## src/rtl/sram_pkg.sv

```systemverilog
// ----------------------------------------------------------------------------
// sram_pkg -- shared definitions for the SRAM instruction loader.
//
// Contents:
//   ld_state_t        loader FSM state encoding
//   END_WORD_DEFAULT  default terminator word that ends a load
//   SRAM_ASSERT /     polarity of the active-low SRAM control strobes
//   SRAM_DEASSERT
//   NOTE_* / OCT_*    instruction field offsets shared with the sequencer
//   instr_note()      extract the note field of an instruction word
//   instr_octave()    extract the octave field of an instruction word
// ----------------------------------------------------------------------------
package sram_pkg;

  typedef enum logic [2:0] {
    ST_IDLE   = 3'd0,
    ST_GET_HI = 3'd1,
    ST_GET_LO = 3'd2,
    ST_SETUP  = 3'd3,
    ST_WRITE  = 3'd4,
    ST_HOLD   = 3'd5,
    ST_VRD    = 3'd6,
    ST_DONE   = 3'd7
  } ld_state_t;

  localparam logic [15:0] END_WORD_DEFAULT = 16'hFFFF;

  // SRAM strobes are active low.
  localparam logic SRAM_ASSERT   = 1'b0;
  localparam logic SRAM_DEASSERT = 1'b1;

  // Instruction word layout as decoded by the sequencer.
  localparam int NOTE_LSB = 0;
  localparam int NOTE_MSB = 3;
  localparam int OCT_LSB  = 4;
  localparam int OCT_MSB  = 5;

  function automatic logic [NOTE_MSB-NOTE_LSB:0] instr_note(input logic [15:0] w);
    return w[NOTE_MSB:NOTE_LSB];
  endfunction

  function automatic logic [OCT_MSB-OCT_LSB:0] instr_octave(input logic [15:0] w);
    return w[OCT_MSB:OCT_LSB];
  endfunction

endpackage

```

## src/rtl/sram_wr_timer.sv

```systemverilog
// ----------------------------------------------------------------------------
// sram_wr_timer -- down-counter that times the SRAM write-enable low pulse.
//
// A one-cycle 'load' arms the counter with WE_CYCLES; 'last' is high during
// the final cycle of the pulse so the FSM can release SRAM_WE on that edge.
//
// Ports:
//   CLK    in   system clock
//   RST_N  in   asynchronous reset, active low
//   load   in   arm the counter (cycle before the first WE-low cycle)
//   last   out  current cycle is the last WE-low cycle
// ----------------------------------------------------------------------------
module sram_wr_timer #(
  parameter int WE_CYCLES = 2
) (
  input  logic CLK,
  input  logic RST_N,
  input  logic load,
  output logic last
);

  localparam int CNT_W = $clog2(WE_CYCLES + 1);
  localparam logic [CNT_W-1:0] LOAD_VAL = CNT_W'(WE_CYCLES);
  localparam logic [CNT_W-1:0] ONE      = CNT_W'(1);

  logic [CNT_W-1:0] cnt;

  always_ff @(posedge CLK or negedge RST_N) begin
    if (!RST_N) begin
      cnt <= '0;
    end else if (load) begin
      cnt <= LOAD_VAL;
    end else if (cnt != '0) begin
      cnt <= cnt - ONE;
    end
  end

  assign last = (cnt == ONE);

endmodule

```

## src/rtl/sram_loader.sv

```systemverilog
// ----------------------------------------------------------------------------
// sram_loader -- packs a byte stream into 16-bit instruction words and writes
// them to consecutive external SRAM addresses starting at 0. The load ends
// after the terminator word END_WORD has been written, or when the address
// space is exhausted (overflow).
//
// Optional build macro: SRAM_LOADER_VERIFY_EN
//   When defined, every write is followed by a two-cycle read-back (state
//   VRD); a mismatch sets the sticky verify_err output. When undefined there
//   is no read-back, no verify_err port, and SRAM_D is ignored.
//
// Ports:
//   CLK, RST_N          clock, asynchronous active-low reset
//   start               one-cycle pulse, begins a load from IDLE/DONE
//   in_byte, in_valid,  upstream byte stream (valid/ready handshake)
//   in_ready
//   SRAM_A, SRAM_DQ_O,  SRAM address, write data, data-pin drive enable
//   SRAM_DQ_OE
//   SRAM_D              SRAM read data (read-back only)
//   SRAM_WE/OE/CE/LB/UB active-low SRAM strobes (CE/LB/UB tied asserted)
//   busy, done,         load in progress / finished (sticky) /
//   overflow            address space exhausted
//   verify_err          read-back mismatch seen (SRAM_LOADER_VERIFY_EN only)
//   word_count          words written, including the terminator
// ----------------------------------------------------------------------------
module sram_loader
  import sram_pkg::*;
#(
  parameter int          ADDR_W    = 18,
  parameter int          WE_CYCLES = 2,
  parameter logic [15:0] END_WORD  = END_WORD_DEFAULT
) (
  input  logic              CLK,
  input  logic              RST_N,
  input  logic              start,
  input  logic [7:0]        in_byte,
  input  logic              in_valid,
  output logic              in_ready,
  output logic [ADDR_W-1:0] SRAM_A,
  output logic [15:0]       SRAM_DQ_O,
  output logic              SRAM_DQ_OE,
  input  logic [15:0]       SRAM_D,
  output logic              SRAM_WE,
  output logic              SRAM_OE,
  output logic              SRAM_CE,
  output logic              SRAM_LB,
  output logic              SRAM_UB,
  output logic              busy,
  output logic              done,
  output logic              overflow,
`ifdef SRAM_LOADER_VERIFY_EN
  output logic              verify_err,
`endif
  output logic [ADDR_W:0]   word_count
);

  // One past the last word; addr is ADDR_W+1 bits so it can hold this value.
  localparam logic [ADDR_W:0] FULL_ADDR = {1'b1, {ADDR_W{1'b0}}};
  localparam logic [ADDR_W:0] ADDR_ONE  = {{ADDR_W{1'b0}}, 1'b1};

  ld_state_t         state;
  logic [ADDR_W:0]   addr;
  logic [7:0]        hi_byte;
  logic [15:0]       word;
  logic              we_load;
  logic              we_last;
`ifdef SRAM_LOADER_VERIFY_EN
  logic              vrd_last;
`else
  logic [15:0]       unused_sram_d;
  assign unused_sram_d = SRAM_D;
`endif

  // Whole device selected, both byte lanes enabled, permanently.
  assign SRAM_CE = SRAM_ASSERT;
  assign SRAM_LB = SRAM_ASSERT;
  assign SRAM_UB = SRAM_ASSERT;

  // Arm the pulse timer on the SETUP edge that really starts a write.
  assign we_load = (state == ST_SETUP) && (addr != FULL_ADDR);

  sram_wr_timer #(
    .WE_CYCLES (WE_CYCLES)
  ) u_wr_timer (
    .CLK   (CLK),
    .RST_N (RST_N),
    .load  (we_load),
    .last  (we_last)
  );

  always_ff @(posedge CLK or negedge RST_N) begin
    if (!RST_N) begin
      state      <= ST_IDLE;
      addr       <= '0;
      hi_byte    <= '0;
      word       <= '0;
      in_ready   <= 1'b0;
      SRAM_A     <= '0;
      SRAM_DQ_O  <= '0;
      SRAM_DQ_OE <= 1'b0;
      SRAM_WE    <= SRAM_DEASSERT;
      SRAM_OE    <= SRAM_DEASSERT;
      busy       <= 1'b0;
      done       <= 1'b0;
      overflow   <= 1'b0;
      word_count <= '0;
`ifdef SRAM_LOADER_VERIFY_EN
      verify_err <= 1'b0;
      vrd_last   <= 1'b0;
`endif
    end else begin
      case (state)
        ST_IDLE, ST_DONE: begin
          if (start) begin
            addr       <= '0;
            word_count <= '0;
            done       <= 1'b0;
            overflow   <= 1'b0;
`ifdef SRAM_LOADER_VERIFY_EN
            verify_err <= 1'b0;
`endif
            busy       <= 1'b1;
            in_ready   <= 1'b1;
            state      <= ST_GET_HI;
          end
        end

        ST_GET_HI: begin
          if (in_valid && in_ready) begin
            hi_byte <= in_byte;
            state   <= ST_GET_LO;
          end
        end

        // Address and data are registered here so they are already stable
        // on the bus during SETUP. A full address space never drives the bus.
        ST_GET_LO: begin
          if (in_valid && in_ready) begin
            word       <= {hi_byte, in_byte};
            SRAM_DQ_O  <= {hi_byte, in_byte};
            SRAM_A     <= addr[ADDR_W-1:0];
            SRAM_DQ_OE <= (addr != FULL_ADDR);
            in_ready   <= 1'b0;
            state      <= ST_SETUP;
          end
        end

        ST_SETUP: begin
          if (addr == FULL_ADDR) begin
            overflow   <= 1'b1;
            done       <= 1'b1;
            busy       <= 1'b0;
            SRAM_DQ_OE <= 1'b0;
            state      <= ST_DONE;
          end else begin
            SRAM_WE <= SRAM_ASSERT;
            state   <= ST_WRITE;
          end
        end

        ST_WRITE: begin
          if (we_last) begin
            SRAM_WE <= SRAM_DEASSERT;
            state   <= ST_HOLD;
          end
        end

        // WE is already high; data stays driven one more cycle for hold time.
        ST_HOLD: begin
          word_count <= word_count + ADDR_ONE;
          addr       <= addr + ADDR_ONE;
          SRAM_DQ_OE <= 1'b0;
`ifdef SRAM_LOADER_VERIFY_EN
          SRAM_OE    <= SRAM_ASSERT;
          vrd_last   <= 1'b0;
          state      <= ST_VRD;
`else
          if (word == END_WORD) begin
            done  <= 1'b1;
            busy  <= 1'b0;
            state <= ST_DONE;
          end else begin
            in_ready <= 1'b1;
            state    <= ST_GET_HI;
          end
`endif
        end

`ifdef SRAM_LOADER_VERIFY_EN
        // Two-cycle read of the word just written; SRAM_A is still held.
        ST_VRD: begin
          if (!vrd_last) begin
            vrd_last <= 1'b1;
          end else begin
            SRAM_OE <= SRAM_DEASSERT;
            if (SRAM_D != word) begin
              verify_err <= 1'b1;
            end
            if (word == END_WORD) begin
              done  <= 1'b1;
              busy  <= 1'b0;
              state <= ST_DONE;
            end else begin
              in_ready <= 1'b1;
              state    <= ST_GET_HI;
            end
          end
        end
`endif

        default: begin
          state <= ST_IDLE;
        end
      endcase
    end
  end

endmodule

```

## config.mk

```make
export PLATFORM = sky130hd
export DESIGN_NAME = sram_loader
export DESIGN_NICKNAME = d
export VERILOG_FILES = /design/src/rtl/sram_pkg.sv /design/src/rtl/sram_wr_timer.sv /design/src/rtl/sram_loader.sv
export SDC_FILE = /design/constraint.sdc
export NUM_CORES = 1
export LEC_CHECK = 0
export BUFFER_PORTS_ARGS = -buffer_cell sky130_fd_sc_hd__buf_2
export CAP_MARGIN = 20
export CORE_ASPECT_RATIO = 0.8
export CORE_MARGIN = 2
export CORE_UTILIZATION = 35
export DETAILED_ROUTE_END_ITERATION = 8
export PLACE_DENSITY = 0.67
export SETUP_SLACK_MARGIN = 0.2
export SYNTH_ARGS = -nofsm -noshare
export SYNTH_HDL_FRONTEND = slang
export SYNTH_HIERARCHICAL = 1
export SYNTH_SLANG_ARGS = --single-unit
```

## constraint.sdc

```tcl
create_clock -name CLK -period 2 [get_ports CLK]
set_input_delay 0 -clock CLK [delete_from_list [all_inputs] [get_ports CLK]]
set_output_delay 0 -clock CLK [all_outputs]
set_load 0.05 [all_outputs]
```

==> impl_metrics.tcl, run 1 <==
set metrics [dict create \
    synth-edff-count 0 \
    fin_ws_ns 0.2045 \
    place_area_mm2 0.005142 \
    slew_viol_final 0 \
    dieArea_mm2 0.01374 \
    layout_min_cycle_time_ns 1.795 \
    avgSynthCellArea_um2 10.65 \
    clock_sinks 91 \
    hold_path.startpoint "in_valid" \
    synthTopCellsByArea "dfrtp_1, mux2_4, o21ai_0" \
    synth_area_mm2 0.004483 \
    leakagePower_nw 2.883 \
    finalHoldViolCount 0 \
    n_antenna_cell 0 \
    ant_nets 0 \
    wire_per_inst_um 15.61 \
    clock-root-buffer "clkbuf_16" \
    syn_to_final_growth_pct 32.85 \
    outcome "complete, no violations" \
    viasPerCell 5.192 \
    antenna_found_initial 0 \
    synthSimpleGateAreaFrac_pct 16.55 \
    port_buffers 70 \
    grt_first_pass_wirelength_mm 18.20 \
    synthXorXnorAreaFrac_pct 0.7815 \
    grt.total_usage_pct 16.71 \
    cp.arrival_ns 2.03 \
    synth_common_cells "dfrtp_1, nand2_1, o21ai_0" \
    ys_types 55 \
    crit_fanout 13 \
    postSynthCellCount 421 \
    stdcell_area_mm2 0.005956 \
    ys_async_sr_fraction_pct 100.0 \
    hpwl_mm 7.247 \
    synth_compound_area_share_pct 11.61 \
    setup_tns_ns 0 \
    reg2reg_from "state[2]" \
    io_pins 91 \
    p_per_area_mw_per_mm2 1435 \
    finalSetupViolCount 0 \
    fin_skew_ns 0.007835 \
    design.core.area_mm2 0.01234 \
    clock_latency_ns 0.34 \
    ys_ff_latch 91 \
    cp-end-kind "flip-flop" \
    fmax_ghz 0.5570 \
    synth_top_family_by_area "simple AND/OR/NAND/NOR gates" \
    cts_tree "done" \
    grt_pass1_vias 3680 \
    gp_congestion 0.8403 \
    drc 0 \
    min_path_cells 4 \
    place_ws_ns -0.02280 \
    r2r_slack_ns 0.20 \
    worst_slew_pin_slew_ns 0.5190 \
    htreeDepth 3 \
    die_w_um 130.5 \
    grt_start_max_net_pins 54 \
    clkSlewWorstSetupHoldPaths_ns 0.06 \
    peakVddDrop_mv 0.6363 \
    yosysMostFrequentCell "dfrtp_1" \
    die_height_um 105.2 \
    maxCapViolations 0 \
    clockBufferDepth 2 \
    synthFlopType "dfrtp_1" \
    rsz0062_at_grt "yes" \
    yosysSeqAreaShare_pct 50.82 \
    grt-ovfl-total 0 \
    relSlewSlack_pct 65.40 \
    hold_path.class "in2reg" \
    drt-initial-drc-count 232 \
    fin_crit_sh_pct 89.77 \
    critical_path_class "reg2reg" \
    synth_mux_area_share_pct 14.82 \
    yosys_warnings 8 \
    drt_pass1_iterations 4 \
    reg2reg_to "busy" \
    nets 565 \
    vias 3676 \
    layout-drive-gt1-share_pct 40.41 \
    rows 36 \
    initial_utilization_pct 36.32 \
    required_ns 2.23 \
    worst-r2r-cell-count 6 \
    tritoncts.num_buffers 9 \
    synth_top_area_cell "dfrtp_1" \
    synthAdderAreaFrac_pct 1.395 \
    routed_wl_mm 11.06 \
    synth_top_area_share_pct 50.24 \
    min_to "in_ready" \
    start_kind "flip-flop" \
]
placed cells by master (no fill, tap or decap), drive strengths merged, types with 6 or more instances in the layout:
cell type and n:
o21ai 46, and3 9, dlygate4sd3 9, buf 114, inv 8, nor2 29
dfrtp 90, a21oi 15, clkbuf 9, nor3 6, mux2 40, nand4 16
nand3 18, nand2 46, mux2i 12
critical path: stages, from the launching register on:
cell and delay [ns]:
dfrtp_2 0.46, buf_4 0.24, clkinvlp_4 0.21, nor4_4 0.35
a211o_1 0.18, o2111ai_4 0.12, o21a_1 0.13
state kept, by name, summed over array words and instances (netlist names):
signal,count
addr,19
word_count,19
SRAM_A,18
word,16
hi_byte,8
state,3
u_wr_timer/cnt,2
SRAM_DQ_OE,1
SRAM_WE,1
busy,1
done,1
in_ready,1
overflow,1
area by class of cell:
type	count	area [µm²]
Clock buffer	9	225.2
Clock inverter	7	123.9
Fill cell	1149	6386
Inverter	8	33.78
Multi-Input combinational cell	299	2227
Sequential cell	91	2291
Tap cell	171	214.0
Timing Repair Buffer	123	840.8
routing by layer:
layer	GRT usage [%]	up-vias	routed length (µm)
met5	0	-	0
met4	5.243	0	174
met3	4.010	12	419
met2	25.82	87	5327
met1	23.22	1832	5133
li1	-	1745	-
power breakdown:
group | switching, W | internal (W)
Sequential | 0.000388 | 0.00234
Combinational | 0.00241 | 0.00144
Clock | 0.000744 | 0.00123
kinds of logic (layout without fill, tap and decap cells):
kind of cell / Yosys count / after routing
AO/OA/AOI/OAI: 88 / 88
XOR/XNOR: 4 / 4
adder cells (fa/ha/maj): 5 / 5
buffers and inverters: 34 / 147
flip-flops: 91 / 91
multiplexers: 52 / 52
other: 1 / 4
AND/OR/NAND/NOR: 146 / 146
how the worst max path moves through the flow:
| stage | startpoint | end | slack, ns | depth (start not counted) |
|---|---|---|---|---|
| after floorplan | in_ready | SRAM_A[10] | 0.20 | 5 |
| after global placement | state[2] | addr[14] | 0.02 | 5 |
| after detailed placement | state[2] | addr[2] | -0.02 | 5 |
| after CTS | addr[1] | SRAM_DQ_OE | 0.15 | 8 |
| after global routing | state[1] | addr[17] | 0.14 | 5 |
| final | state[2] | busy | 0.20 | 6 |
what timing repair did:
action,in CTS,in global routing
resized for setup,22,26
hold endpoints to repair,54,0
setup buffers,10,9
pin swaps,4,10
setup endpoints to repair,63,60
hold buffers,9,0
cloned,1,0
per-stage QoR:
stage	hold slack (ns)	util (%)	power, W	cells
2_1_floorplan	-0.2956	-	0.005273	424
3_3_place_gp	0.008910	41.67	0.006075	663
3_5_place_dp	0.01906	41.67	0.006189	663
4_1_cts	0.01924	47.03	0.008422	699
5_1_grt	0.07958	48.26	0.008964	708
6_report	0.03469	48.26	0.008547	708
No activity file was read; power rests on OpenSTA's default activity.
==> inputs of run 2 (changes only) <==
clock period = 1.9 ns   (was 2 ns; I/O delays follow)
==> impl_metrics.tcl, run 2 (same netlist as run 1, synthesis figures left out) <==
set metrics [dict create \
    io_pins 91 \
    met3_usage_pct 3.706 \
    grt_start_max_net_pins 45 \
    rows 36 \
    clockBufferDepth 2 \
    port_buffers 70 \
    htreeDepth 3 \
    antenna_found_initial 0 \
    viasPerCell 5.140 \
    critPathTopFamily "simple AND/OR/NAND/NOR gates" \
    final_common_cell "dfrtp_1" \
    die_w_um 130.5 \
    syn_to_final_growth_pct 34.19 \
    die_height_um 105.2 \
    cts_tree "done" \
    slew_viol_final 0 \
    stdcell_area_mm2 0.006016 \
    regArea_mm2 0.002298 \
    cp_slowest_cell "or4_4" \
    cp.arrival_ns 1.99 \
    nets 578 \
    outcome "complete, no violations" \
    fin_crit_sh_pct 93.16 \
    finish.utilization_pct 48.74 \
    critical_path_class "reg2reg" \
    grt_first_pass_wirelength_mm 18.25 \
    path_buf_inv 1 \
    crit_chain "or4_4 -> nor4_4 -> buf_6 -> o21ai_1 -> a31o_1" \
    start_kind "flip-flop" \
    grt_use_met2_pct 25.19 \
    required_ns 2.12 \
    gp_congestion 0.8855 \
    finalHoldViolCount 0 \
    drt-initial-drc-count 274 \
    layout_min_cycle_time_ns 1.770 \
    peakVddDrop_mv 1.004 \
    grt.total_usage_pct 16.65 \
    initial_utilization_pct 36.32 \
    nFillCells 1118 \
    layout-drive-gt1-share_pct 42.55 \
    dp.cells 674 \
    crit_fanout 8 \
    leakagePower_nw 2.947 \
    reg_top3 "addr x19, word_count x19, SRAM_A x18" \
    dieArea_mm2 0.01374 \
    grt_pass1_vias 3633 \
    n_antenna_cell 0 \
    wire_per_inst_um 15.79 \
    finalPower_w 0.008827 \
    clock_sinks 91 \
    hpwl_mm 7.679 \
    cp-end-kind "flip-flop" \
    fin_cells 721 \
    hold_path.class "in2reg" \
    multi_input_area_mm2 0.002205 \
    fin_skew_ns 0.006538 \
    globalRoute.busiestLayer "met2" \
    r2r_slack_ns 0.13 \
    vias 3706 \
    ant_nets 0 \
    maxCapViolations 0 \
    grt_use_met1_pct 24.25 \
    tritoncts.num_buffers 9 \
    clkSlewWorstSetupHoldPaths_ns 0.07 \
    drt_pass1_iterations 4 \
    setup_tns_ns 0 \
    fmax_ghz 0.5649 \
    clock-root-buffer "clkbuf_16" \
    place_area_mm2 0.005238 \
    routed_wl_mm 11.39 \
    rsz0062_at_grt "yes" \
    mostFrequentLayoutCells "dfrtp_1, buf_2, buf_4, nand2_1, o21ai_0" \
    p_per_area_mw_per_mm2 1467 \
    drc 0 \
    design.core.area_mm2 0.01234 \
    cp_slowest_stage_delay_ns 0.55 \
    grt-ovfl-total 0 \
    finalSetupViolCount 0 \
    clock_latency_ns 0.34 \
]
run 2: cell types whose count changed in the layout (fill, tap and decap cells not counted), sizes merged:
| cell | previous run | this run |
|---|---|---|
| buf | 114 | 127 |
| bufinv | 3 | 2 |
| clkinvlp | 2 | 3 |
run 2: worst paths after layout:
check | start | to | cells past startpoint
worst min-delay path | in_valid | in_ready | 4
max in group asynchronous | RST_N | addr[7] | 3
min in group asynchronous | RST_N | hi_byte[3] | 2
worst max-delay path | addr[2] | SRAM_DQ_OE | 5
worst max register to register | addr[2] | SRAM_DQ_OE | 5
worst min register to register | addr[18] | addr[18] | 1
run 2: per-layer routing:
metal / vias up / part of all wire, %
li1: 1773 / -
met1: 1834 / 47
met2: 88 / 48
met3: 11 / 3.8
met4: 0 / 1.1
met5: - / 0
run 2: power by group:
part,switching (W),total [W],internal (W)
clock,0.000785,0.00195,0.00116
sequential,0.000399,0.00286,0.00246
combinational,0.00252,0.00402,0.00149
run 2: per-stage QoR:
stage | setup slack [ns] | hold slack [ns]
global route | 0.06775 | 0.08388
floorplan | 0.1004 | -0.2956
detailed placement | 0.02625 | -0.03487
finish | 0.1299 | 0.04749
CTS | 0.1374 | 0.03874
global placement | 0.01769 | -0.04159
run 2: final cells by class:
type	instances	area share, %
inverters	8	0.5616
clock inverters	7	1.685
repair buffers	136	15.60
multi-input cells	299	36.65
clock buffers	9	3.744
flip-flops and latches	91	38.21
well taps	171	3.557
run 2: tightest hold or removal path, delay by kind of cell:
kind	cells	cell delay [ns]
AO/OA/AOI/OAI	2	0.15
buffers and inverters	1	0.12
AND/OR/NAND/NOR	1	0.08
run 2: what timing repair did:
action / in CTS / in global routing
endpoints found under the setup margin: 77 / 53
hold endpoints to repair: 89 / 0
buffers inserted: 4 / 18
hold buffers: 9 / 0
pin swaps: 5 / 10
gates resized for setup: 21 / 31
